<file path="src/rtl/out_core_port_pkg.sv">
// ----------------------------------------------------------------------------
// out_core_port_pkg
//
// Shared constants for the output path of the PE array. The burst lengths
// are the same constants the output-bus arbiter is built with, so a port and
// the arbiter always agree on how many beats a granted burst lasts.
//
// Contents:
//   OUT_ARB_FIXED_BURST_WRITE : beats per write burst (port -> bus)
//   OUT_ARB_FIXED_BURST_READ  : beats per read burst  (bus -> port)
//   OUT_PORT_DATA_WIDTH       : data word width on core and bus sides
//   OUT_PORT_FIFO_DEPTH       : result FIFO entries per port
//   phase_t                   : which kind of burst the next grant serves
//   max_int()                 : helper used to size beat counters
// ----------------------------------------------------------------------------
package out_core_port_pkg;

    localparam int OUT_ARB_FIXED_BURST_WRITE = 4;
    localparam int OUT_ARB_FIXED_BURST_READ  = 4;

    localparam int OUT_PORT_DATA_WIDTH = 8;
    localparam int OUT_PORT_FIFO_DEPTH = 16;

    typedef enum logic {
        PHASE_WRITE = 1'b0,
        PHASE_READ  = 1'b1
    } phase_t;

    function automatic int max_int(input int a, input int b);
        return (a > b) ? a : b;
    endfunction

endpackage : out_core_port_pkg

</file>
<file path="src/rtl/out_core_port_sync_fifo.sv">
// ----------------------------------------------------------------------------
// sync_fifo
//
// Single-clock FIFO with an occupancy count. Depth need not be a power of
// two: read and write pointers wrap with an explicit compare against the last
// index. A push while full or a pop while empty is ignored, so callers may
// drive push/pop from raw request signals.
//
// Ports:
//   w_clock      : clock, rising edge
//   w_reset      : synchronous active-high reset, empties the FIFO
//   w_push       : write w_push_data this cycle (ignored when full)
//   w_push_data  : word to store
//   w_pop        : remove the head word this cycle (ignored when empty)
//   w_pop_data   : current head word (valid when not empty)
//   w_full       : count == FIFO_DEPTH
//   w_empty      : count == 0
//   w_count      : current occupancy
// ----------------------------------------------------------------------------
module sync_fifo
    import out_core_port_pkg::*;
#(
    parameter int DATA_WIDTH = OUT_PORT_DATA_WIDTH,
    parameter int FIFO_DEPTH = OUT_PORT_FIFO_DEPTH,
    parameter int CNT_WIDTH  = $clog2(FIFO_DEPTH + 1)
) (
    input  logic                  w_clock,
    input  logic                  w_reset,
    input  logic                  w_push,
    input  logic [DATA_WIDTH-1:0] w_push_data,
    input  logic                  w_pop,
    output logic [DATA_WIDTH-1:0] w_pop_data,
    output logic                  w_full,
    output logic                  w_empty,
    output logic [CNT_WIDTH-1:0]  w_count
);

    localparam int PTR_W = (FIFO_DEPTH > 1) ? $clog2(FIFO_DEPTH) : 1;

    logic [DATA_WIDTH-1:0] mem [FIFO_DEPTH];
    logic [PTR_W-1:0]      wr_ptr;
    logic [PTR_W-1:0]      rd_ptr;
    logic [CNT_WIDTH-1:0]  count;
    logic                  push_ok;
    logic                  pop_ok;

    assign w_full     = (count == CNT_WIDTH'(FIFO_DEPTH));
    assign w_empty    = (count == '0);
    assign w_count    = count;
    assign w_pop_data = mem[rd_ptr];

    assign push_ok = w_push && !w_full;
    assign pop_ok  = w_pop  && !w_empty;

    // Explicit wrap so non-power-of-two depths work.
    function automatic logic [PTR_W-1:0] next_ptr(input logic [PTR_W-1:0] p);
        return (p == PTR_W'(FIFO_DEPTH - 1)) ? '0 : p + PTR_W'(1);
    endfunction

    // Storage array carries no reset; only pointers and count define contents.
    always_ff @(posedge w_clock) begin
        if (push_ok) begin
            mem[wr_ptr] <= w_push_data;
        end
    end

    // Pointer and occupancy bookkeeping; a simultaneous push and pop leaves
    // the count unchanged.
    always_ff @(posedge w_clock) begin
        if (w_reset) begin
            wr_ptr <= '0;
            rd_ptr <= '0;
            count  <= '0;
        end else begin
            if (push_ok) begin
                wr_ptr <= next_ptr(wr_ptr);
            end
            if (pop_ok) begin
                rd_ptr <= next_ptr(rd_ptr);
            end
            case ({push_ok, pop_ok})
                2'b10:   count <= count + CNT_WIDTH'(1);
                2'b01:   count <= count - CNT_WIDTH'(1);
                default: count <= count;
            endcase
        end
    end

endmodule : sync_fifo

</file>
<file path="src/rtl/out_core_port.sv">
// ----------------------------------------------------------------------------
// out_core_port
//
// Bus port for one PE core, sitting just upstream of the output-bus arbiter.
// Result words from the core are buffered in a FIFO. Once a full write burst
// is available the port requests the bus and streams BURST_WRITE words when
// granted; the next grant is always used for a BURST_READ-beat read burst
// whose words are forwarded to the core. Write and read bursts alternate.
//
// Ports:
//   w_clock        : clock, rising edge
//   w_reset        : synchronous active-high reset
//   w_pe_data      : result word from the core
//   w_pe_valid     : result word present
//   w_pe_ready     : FIFO can take a word (forced high during reset)
//   w_grant        : this core's grant bit from the arbiter
//   r_req          : registered request to the arbiter
//   w_bus_wdata    : write-beat data (FIFO head)
//   w_bus_wvalid   : write beat valid
//   w_bus_rdata    : read-beat data from the bus
//   w_bus_rvalid   : read beat valid
//   r_core_rdata   : operand word to the core
//   r_core_rvalid  : one-cycle pulse per operand word
//   w_fifo_count   : FIFO occupancy
//   r_err          : sticky, set when a burst lost its grant early
// ----------------------------------------------------------------------------
module out_core_port
    import out_core_port_pkg::*;
#(
    parameter int DATA_WIDTH  = OUT_PORT_DATA_WIDTH,
    parameter int FIFO_DEPTH  = OUT_PORT_FIFO_DEPTH,
    parameter int CNT_WIDTH   = $clog2(FIFO_DEPTH + 1),
    parameter int BURST_WRITE = OUT_ARB_FIXED_BURST_WRITE,
    parameter int BURST_READ  = OUT_ARB_FIXED_BURST_READ
) (
    input  logic                  w_clock,
    input  logic                  w_reset,
    input  logic [DATA_WIDTH-1:0] w_pe_data,
    input  logic                  w_pe_valid,
    output logic                  w_pe_ready,
    input  logic                  w_grant,
    output logic                  r_req,
    output logic [DATA_WIDTH-1:0] w_bus_wdata,
    output logic                  w_bus_wvalid,
    input  logic [DATA_WIDTH-1:0] w_bus_rdata,
    input  logic                  w_bus_rvalid,
    output logic [DATA_WIDTH-1:0] r_core_rdata,
    output logic                  r_core_rvalid,
    output logic [CNT_WIDTH-1:0]  w_fifo_count,
    output logic                  r_err
);

    localparam logic [2:0] S_IDLE  = 3'd0;
    localparam logic [2:0] S_WREQ  = 3'd1;
    localparam logic [2:0] S_WRITE = 3'd2;
    localparam logic [2:0] S_RREQ  = 3'd3;
    localparam logic [2:0] S_READ  = 3'd4;
    localparam logic [2:0] S_GAP   = 3'd5;

    localparam int BEAT_W = $clog2(max_int(BURST_WRITE, BURST_READ) + 1);

    logic [2:0]        state;
    phase_t            phase;
    logic [BEAT_W-1:0] beat_cnt;
    logic              fifo_full;
    logic              fifo_empty;
    logic              fifo_push;

    // Ready comes from the registered count only, so a full FIFO refuses a
    // word even if a pop happens in the same cycle.
    assign w_pe_ready = w_reset || !fifo_full;
    assign fifo_push  = w_pe_valid && !fifo_full;

    // A write beat is only driven while the grant is still held; in the cycle
    // the grant disappears nothing is popped, so unsent words stay queued.
    assign w_bus_wvalid = (state == S_WRITE) && w_grant && !fifo_empty && !w_reset;

    sync_fifo #(
        .DATA_WIDTH (DATA_WIDTH),
        .FIFO_DEPTH (FIFO_DEPTH),
        .CNT_WIDTH  (CNT_WIDTH)
    ) u_fifo (
        .w_clock     (w_clock),
        .w_reset     (w_reset),
        .w_push      (fifo_push),
        .w_push_data (w_pe_data),
        .w_pop       (w_bus_wvalid),
        .w_pop_data  (w_bus_wdata),
        .w_full      (fifo_full),
        .w_empty     (fifo_empty),
        .w_count     (w_fifo_count)
    );

    // Burst sequencer. The phase flips on every accepted grant, so a grant
    // that is lost mid-burst still consumes its turn and the next grant is
    // used for the other burst type. GAP holds until the arbiter releases the
    // grant so the dropped request is always visible for at least one cycle.
    always_ff @(posedge w_clock) begin
        if (w_reset) begin
            state         <= S_IDLE;
            phase         <= PHASE_WRITE;
            beat_cnt      <= '0;
            r_req         <= 1'b0;
            r_core_rdata  <= '0;
            r_core_rvalid <= 1'b0;
            r_err         <= 1'b0;
        end else begin
            r_core_rvalid <= 1'b0;
            case (state)
                S_IDLE: begin
                    if (phase == PHASE_READ) begin
                        state <= S_RREQ;
                        r_req <= 1'b1;
                    end else if (w_fifo_count >= CNT_WIDTH'(BURST_WRITE)) begin
                        state <= S_WREQ;
                        r_req <= 1'b1;
                    end
                end
                S_WREQ: begin
                    if (w_grant) begin
                        state    <= S_WRITE;
                        beat_cnt <= '0;
                        phase    <= PHASE_READ;
                    end
                end
                S_WRITE: begin
                    if (!w_grant) begin
                        r_err <= 1'b1;
                        r_req <= 1'b0;
                        state <= S_IDLE;
                    end else if (w_bus_wvalid) begin
                        beat_cnt <= beat_cnt + BEAT_W'(1);
                        if (beat_cnt == BEAT_W'(BURST_WRITE - 1)) begin
                            r_req <= 1'b0;
                            state <= S_GAP;
                        end
                    end
                end
                S_RREQ: begin
                    if (w_grant) begin
                        state    <= S_READ;
                        beat_cnt <= '0;
                        phase    <= PHASE_WRITE;
                    end
                end
                S_READ: begin
                    if (!w_grant) begin
                        r_err <= 1'b1;
                        r_req <= 1'b0;
                        state <= S_IDLE;
                    end else if (w_bus_rvalid) begin
                        r_core_rdata  <= w_bus_rdata;
                        r_core_rvalid <= 1'b1;
                        beat_cnt      <= beat_cnt + BEAT_W'(1);
                        if (beat_cnt == BEAT_W'(BURST_READ - 1)) begin
                            r_req <= 1'b0;
                            state <= S_GAP;
                        end
                    end
                end
                S_GAP: begin
                    if (!w_grant) begin
                        state <= S_IDLE;
                    end
                end
                default: begin
                    state <= S_IDLE;
                    r_req <= 1'b0;
                end
            endcase
        end
    end

endmodule : out_core_port

</file>
<file path="config.mk">
export PLATFORM = sky130hd
export DESIGN_NAME = out_core_port
export DESIGN_NICKNAME = d
export VERILOG_FILES = /design/src/rtl/out_core_port_pkg.sv /design/src/rtl/out_core_port_sync_fifo.sv /design/src/rtl/out_core_port.sv
export SDC_FILE = /design/constraint.sdc
export NUM_CORES = 1
export LEC_CHECK = 0
export ABC_AREA = 1
export CORE_UTILIZATION = 59
export DETAILED_ROUTE_END_ITERATION = 10
export PLACE_DENSITY_LB_ADDON = 0.2
export SYNTH_ARGS = -nofsm -noshare
export SYNTH_HDL_FRONTEND = slang
export SYNTH_SLANG_ARGS = --single-unit
export TNS_END_PERCENT = 5
</file>
<file path="constraint.sdc">
create_clock -name w_clock -period 2.3 [get_ports w_clock]
set_input_delay 0.345 -clock w_clock [delete_from_list [all_inputs] [get_ports w_clock]]
set_output_delay 0.345 -clock w_clock [all_outputs]
set_load 0.01 [all_outputs]
</file>
# After elaboration in Yosys (flattened, before gate mapping)
# Memories as Yosys holds them, arrays and structs flattened. A register that Yosys moved wholly into a read port is not among the register bits.
# Index checks and enable logic that the tools add are counted.
totals:
  ff_bits: 31
  ramBits: 128
  word_cells: 103
  n_memories: 1
memory_table:
  columns: ["name", "words", "width", "read_ports", "rd_ports_with_merged_regs", "write_ports", "line_no", "text"]
  rows:
  - ["u_fifo.mem", 16, 8, 1, 1, 1, "out_core_port_sync_fifo.sv:40", "logic [DATA_WIDTH-1:0] mem [FIFO_DEPTH];"]
classes:
  addsub: 5
  magnitude_cmp: 1
  n_eq_ne: 22
  mux: 36
  bitwise: 3
  n_reduce_logical: 25
ops:
  columns: ["op", "count"]
  rows:
  - ["2-to-1 mux 3 bit", 15]
  - ["one-hot mux 3 bit (6 select lines)", 1]
  - ["2-to-1 mux 4 bit", 4]
  - ["2-to-1 mux 1 bit", 12]
  - ["!= test 2 bit, second input constant", 6]
  - ["AND reduction 6 bit", 2]
  - ["one-hot mux 5 bit (2 select lines)", 1]
  - ["equality test 3 x 2 -> 1 bit, second input constant", 3]
  - ["one-hot mux 3 bit (3 select lines)", 1]
  - ["adder 4 x 1 -> 4 bit, second input constant", 2]
  - ["equality test 4 bit, second input constant", 2]
  - ["equality test 3 bit, second input constant", 2]
  - ["logical AND 1 bit", 6]
  - ["!= test 3 bit, second input constant", 2]
  - ["AND reduction 3 bit", 2]
  - ["OR reduction 3 bit", 2]
  - ["adder 5 x 1 -> 5 bit, second input constant", 1]
  - ["equality test 5 bit, second input constant", 1]
  - ["greater-or-equal comparator 5 x 3 -> 1 bit, second input constant", 1]
  - ["zero test 5 bit", 1]
  - ["subtractor 5 x 1 -> 5 bit, second input constant", 1]
  - ["!= test 2 x 1 -> 1 bit, second input constant", 2]
  - ["one-hot mux 1 bit (4 select lines)", 1]
  - ["AND reduction 4 bit", 1]
  - ["other kinds (14)", 20]

# Longest topological paths before layout
depth:
  ltp_word: 7
  depth_mapped: 17
  depth_no_buf: 16

# Modules after synthesis
# Synthesis repeated with hierarchy kept, for this count alone.
hier_totals:
  cells_unflattened: 705
  hier_area_um2: 7220.7
modules_own_cells:
  columns: ["module", "n_inst", "cells_per_inst", "area_per_inst_um2"]
  rows:
  - ["sync_fifo", 1, 547, 6209.7]
  - ["out_core_port", 1, 158, 1011.0]

# Worst setup path before layout
# OpenSTA, ideal clock, no wires.
synth_timing:
  path_kind: "reg2reg"
  startpoint: "reg u_fifo.count[0], in the netlist u_fifo.w_count[0]"
  endpoint: "reg u_fifo.count[4], in the netlist u_fifo.w_count[4]"
  setup_ps: 132
  arrival_ps: 1938
  setup_slack_ps: 230
  path_stages_with_launch: 17
  path_buffers: 1
  period_less_slack_ps: 2070
  path_cell_list: "dfxtp_1 -> nor2_1 -> nand3_2 -> nand2_4 -> nor2_4 -> ha_1 -> buf_2 -> xor2_1 -> ha_1 -> inv_1 -> nand2_1 -> nand3_1 -> nand2_1 -> nand2_1 -> nand2_1 -> nand2_1 -> a21oi_1"
synth_via:
  elab_chain_cells: 7
  elab_cells_between_ends: 15
  cone_classes: "2 x add/sub; 3 x eq/ne; 1 x mux; 9 x reduce/logical"
synth_rtl:
  columns: ["element", "line_no", "text"]
  rows:
  - ["from (decl)", "out_core_port_sync_fifo.sv:43", "logic [CNT_WIDTH-1:0] count;"]
  - ["from (signal assigned)", "out_core_port_sync_fifo.sv:82", "2'b10: count <= count + CNT_WIDTH'(1);"]
  - ["from (signal assigned)", "out_core_port_sync_fifo.sv:83", "2'b01: count <= count - CNT_WIDTH'(1);"]
  - ["from (signal assigned)", "out_core_port_sync_fifo.sv:84", "default: count <= count;"]
  - ["zero test 5 bit", "out_core_port_sync_fifo.sv:48", "assign w_empty = (count == '0);"]
  - ["zero test 1 bit", "out_core_port_sync_fifo.sv:53, out_core_port.sv:76", null]
  - ["logical AND 1 bit (2 in series)", "out_core_port.sv:76", "assign w_bus_wvalid = (state == S_WRITE) && w_grant && !fifo_empty && !w_reset;"]
  - ["logical AND 1 bit", "out_core_port_sync_fifo.sv:53", "assign pop_ok = w_pop && !w_empty;"]
  - ["equality test 2 x 1 -> 1 bit or equality test 2 bit (tied branches)", "out_core_port_sync_fifo.sv:81", "case ({push_ok, pop_ok})"]
  - ["one-hot mux 5 bit (2 select lines) or nonzero test 2 bit (tied branches)", null, null]
# Several ways; a longest one is shown, not always the timed one.
# A chain may end at the register's enable or synchronous reset.

==> impl_metrics.csv <==
group,metric,value,unit
global_routing,met2_usage,0.4754,
power,comb_power_share,0.152,
routing,avgViaCountPerCell,5.704,
finish,area_delta_synth_final,21.84,%
global_routing,use_met3,0.06232,
synthesis,async_flop_share,0,
placement,dp_hpwl,9.784,mm
cts,postCtsHoldBufs,0,
synthesis,synth_warnings,0,
placement,dp.cells,846,
synthesis,synth-seq-cells,163,
global_routing,grt_pass1_vias,4840,
setup_path,r2r_slack,200,ps
cts,ctsHtreeMaxLevel,4,
setup_path,crit_type,"reg2out",
finish,nets,754,
timing,relSlewSlack,0.5908,
global_routing,busiest_layer,"met2",
global_routing,grt_antenna_before_repair,0,
global_routing,met1_usage,0.3160,
synthesis,yosysSeqAreaShare,0.6593,
timing,drv_slew,0,
setup_path,critPathMaxFanout,7,
routing,routed_wl,15.14,mm
power,p_per_area,860.5,nW/um^2
finish,antenna_cells,0,
timing,rsz0062_at_grt,"true",
power,p_leak,3.042,nW
setup_path,startpoint_type,"flip-flop",
timing,fmax,439.6,MHz
routing,vias,5014,
timing,worst_pin_slew,611.8,ps
die,die_h,110.1,um
cts,cts_inserted_buffers,17,
global_routing,grt_max_degree,29,
routing,wire_per_inst,17.23,um
synthesis,ys_types,32,
power,pwr-share-seq,0.466,
global_routing,grt.total_usage,0.2669,
hold_path,hold_path_class,"reg2reg",
timing,setup_viol,0,
die,die-area,12120,um^2
routing,route.detailed.drc,0,
cts,cts.sinks,163,
timing,timing.final.crit_share,0.9891,
routing,dr.pass1.iters,5,
routing,drtIter0Drc,380,
cts,cts_max_path_buffers,2,
timing,finalHoldViolCount,0,
timing,worst_slack,25.11,ps
global_routing,grt_remaining_overflow,0,
synthesis,yosysTopAreaCellShare,0.5576,
die,rows,39,
timing,fin_worst_skew,4.786,ps
synthesis,yosys-top-cells-area,"edfxtp_1 56%, dfxtp_1 10%, nor2_1 7.4%, o21ai_0 5.4%, o211ai_1 3.6%",
setup_path,crit_arrival,1930,ps
cts,cts_root_buf,"clkbuf_16",
synthesis,synthCells,645,
synthesis,synth_fp_nets,676,
power,ir_worst_vdd,0.5223,mV
power,totalPowerFinal,0.007226,W
status,status,"complete, no violations",
synthesis,avgSynthCellArea,10.69,um^2
setup_path,end_kind,"primary output",
cts,clk_latency,420,ps
die,core-area,11420,um^2
power,swShare,0.2495,
synthesis,yosys.area.top_type,"edfxtp_1",
placement,io_buffers,46,
die,pin_count,47,
power,p_switching,0.001803,W
cts,post_cts_buffers,0,
placement,pre_cts_slack,-84.14,ps
timing,holdWs,444.9,ps
routing,ant_nets,0,
placement,gp_congestion,0.8923,
cts,clkSlewWorstSetupHoldPaths,60,ps
synthesis,synth.most_common_cell,"nor2_1",
finish,final_core_util,0.7355,
synthesis,synth_area,6893,um^2
finish,final_cells,879,
job,drv_cap,0,
setup_path,required,1960,ps
timing,period_needed,2275,ps
synthesis,ys_top_cells_by_count,"136 x nor2_1, 128 x edfxtp_1, 75 x o21ai_0",
global_routing,grt_pass1_wl,23.53,mm
power,internal_power,0.005423,W
synthesis,synth_edf_count,128,
power,pwr-share-clk,0.382,
synthesis,ys.flop_type,"edfxtp_1",
die,die_w,110.1,um
die,start_util,0.6037,
cts,cts_tree,"built",
finish,drive_gt1_frac,0.1332,
## power groups by stage
stage | registers (W) | clock network, W | logic [W]
2_1_floorplan | 0.00343 | 0 | 0.000658
3_3_place_gp | 0.00342 | 0 | 0.00105
3_5_place_dp | 0.00343 | 0 | 0.00109
4_1_cts | 0.00337 | 0.00279 | 0.00110
5_1_grt | 0.00338 | 0.00292 | 0.00122
6_report | 0.00337 | 0.00276 | 0.00110
## repair_timing
item | in CTS | in global routing
endpoints found under the setup margin | 9 | 11
gates resized for setup | 18 | 7
pin swaps | 4 | 2
gates cloned | 1 | 0
## layout by cell type, fill, tap and decap left out, drive strengths merged, types with 2 or more instances in the layout
master / Yosys / final
o21ai: 88 / 88
clkbuf: 16 / 21
ha: 10 / 10
nand4: 3 / 3
dfxtp: 35 / 35
buf: 13 / 41
clkinvlp: 0 / 2
nand2: 64 / 64
nor3: 3 / 3
o211ai: 33 / 33
nand3: 30 / 30
a21oi: 24 / 24
dlygate4sd2: 0 / 5
xor2: 5 / 5
clkinv: 0 / 7
clkdlybuf4s50: 0 / 37
clkdlybuf4s15: 0 / 2
inv: 44 / 44
nor2: 143 / 143
edfxtp: 128 / 128
nand3b: 2 / 2
bufinv: 0 / 3
## final timing paths
path         depth (start not counted)               from                end
min reg2reg                          2    r_core_rdata[6]    r_core_rdata[6]
max                                  9          flip-flop     w_bus_wdata[3]
max reg2reg                         13  u_fifo.w_count[0]  u_fifo.w_count[2]
min                                  2    r_core_rdata[6]    r_core_rdata[6]
## cells by family after synthesis
| group | after synthesis | synth area share |
|---|---|---|
| xor+xnor | 6 | 0.007624 |
| fa+ha+maj | 10 | 0.01815 |
| simple gates | 246 | 0.1514 |
| compound gates | 147 | 0.1216 |
| flops | 163 | 0.6593 |
| buf+inv | 73 | 0.04193 |
## layer usage
layer  part of all wire  wire, um
met5                  0         0
met4              0.021       318
met3              0.056       850
met2               0.52      7909
met1               0.40      6065
## worst max-delay path, cell delays in order (launching register included)
cell           delay [ps]
dfxtp_4               380
inv_4                 110
buf_4                 170
nor2_1                 50
nor2_1                 70
o21ai_0                90
o211ai_1              120
nand3_1               170
nand2_1               100
dlygate4sd2_1         260
## state kept, by name, indices dropped and copies added (netlist names), 3 cells and up, named ones only
| name | cells |
|---|---|
| u_fifo.w_count | 5 |
| u_fifo.wr_ptr | 4 |
| r_core_rdata | 8 |
| beat_cnt | 3 |
| u_fifo.rd_ptr | 4 |
| u_fifo.mem | 128 |
| state | 3 |
## cell type report
cell class / instances / area [um^2]
fillers: 780 / 3020
clock buffers: 20 / 436.7
flip-flops and latches: 163 / 4552
clock inverters: 12 / 138.9
multi-input cells: 409 / 2064
inverters: 44 / 167.7
repair buffers: 88 / 859.6
well taps: 143 / 178.9
## through the flow
stage               setup TNS, ps  cell area [um^2]
finish                          0              8398
CTS                        -200.4              8393
detailed placement         -186.7              7771
global placement           -57.88              7771
floorplan                       0              6893
global route               -436.7              8398
Power figures use the tool's default switching activity.
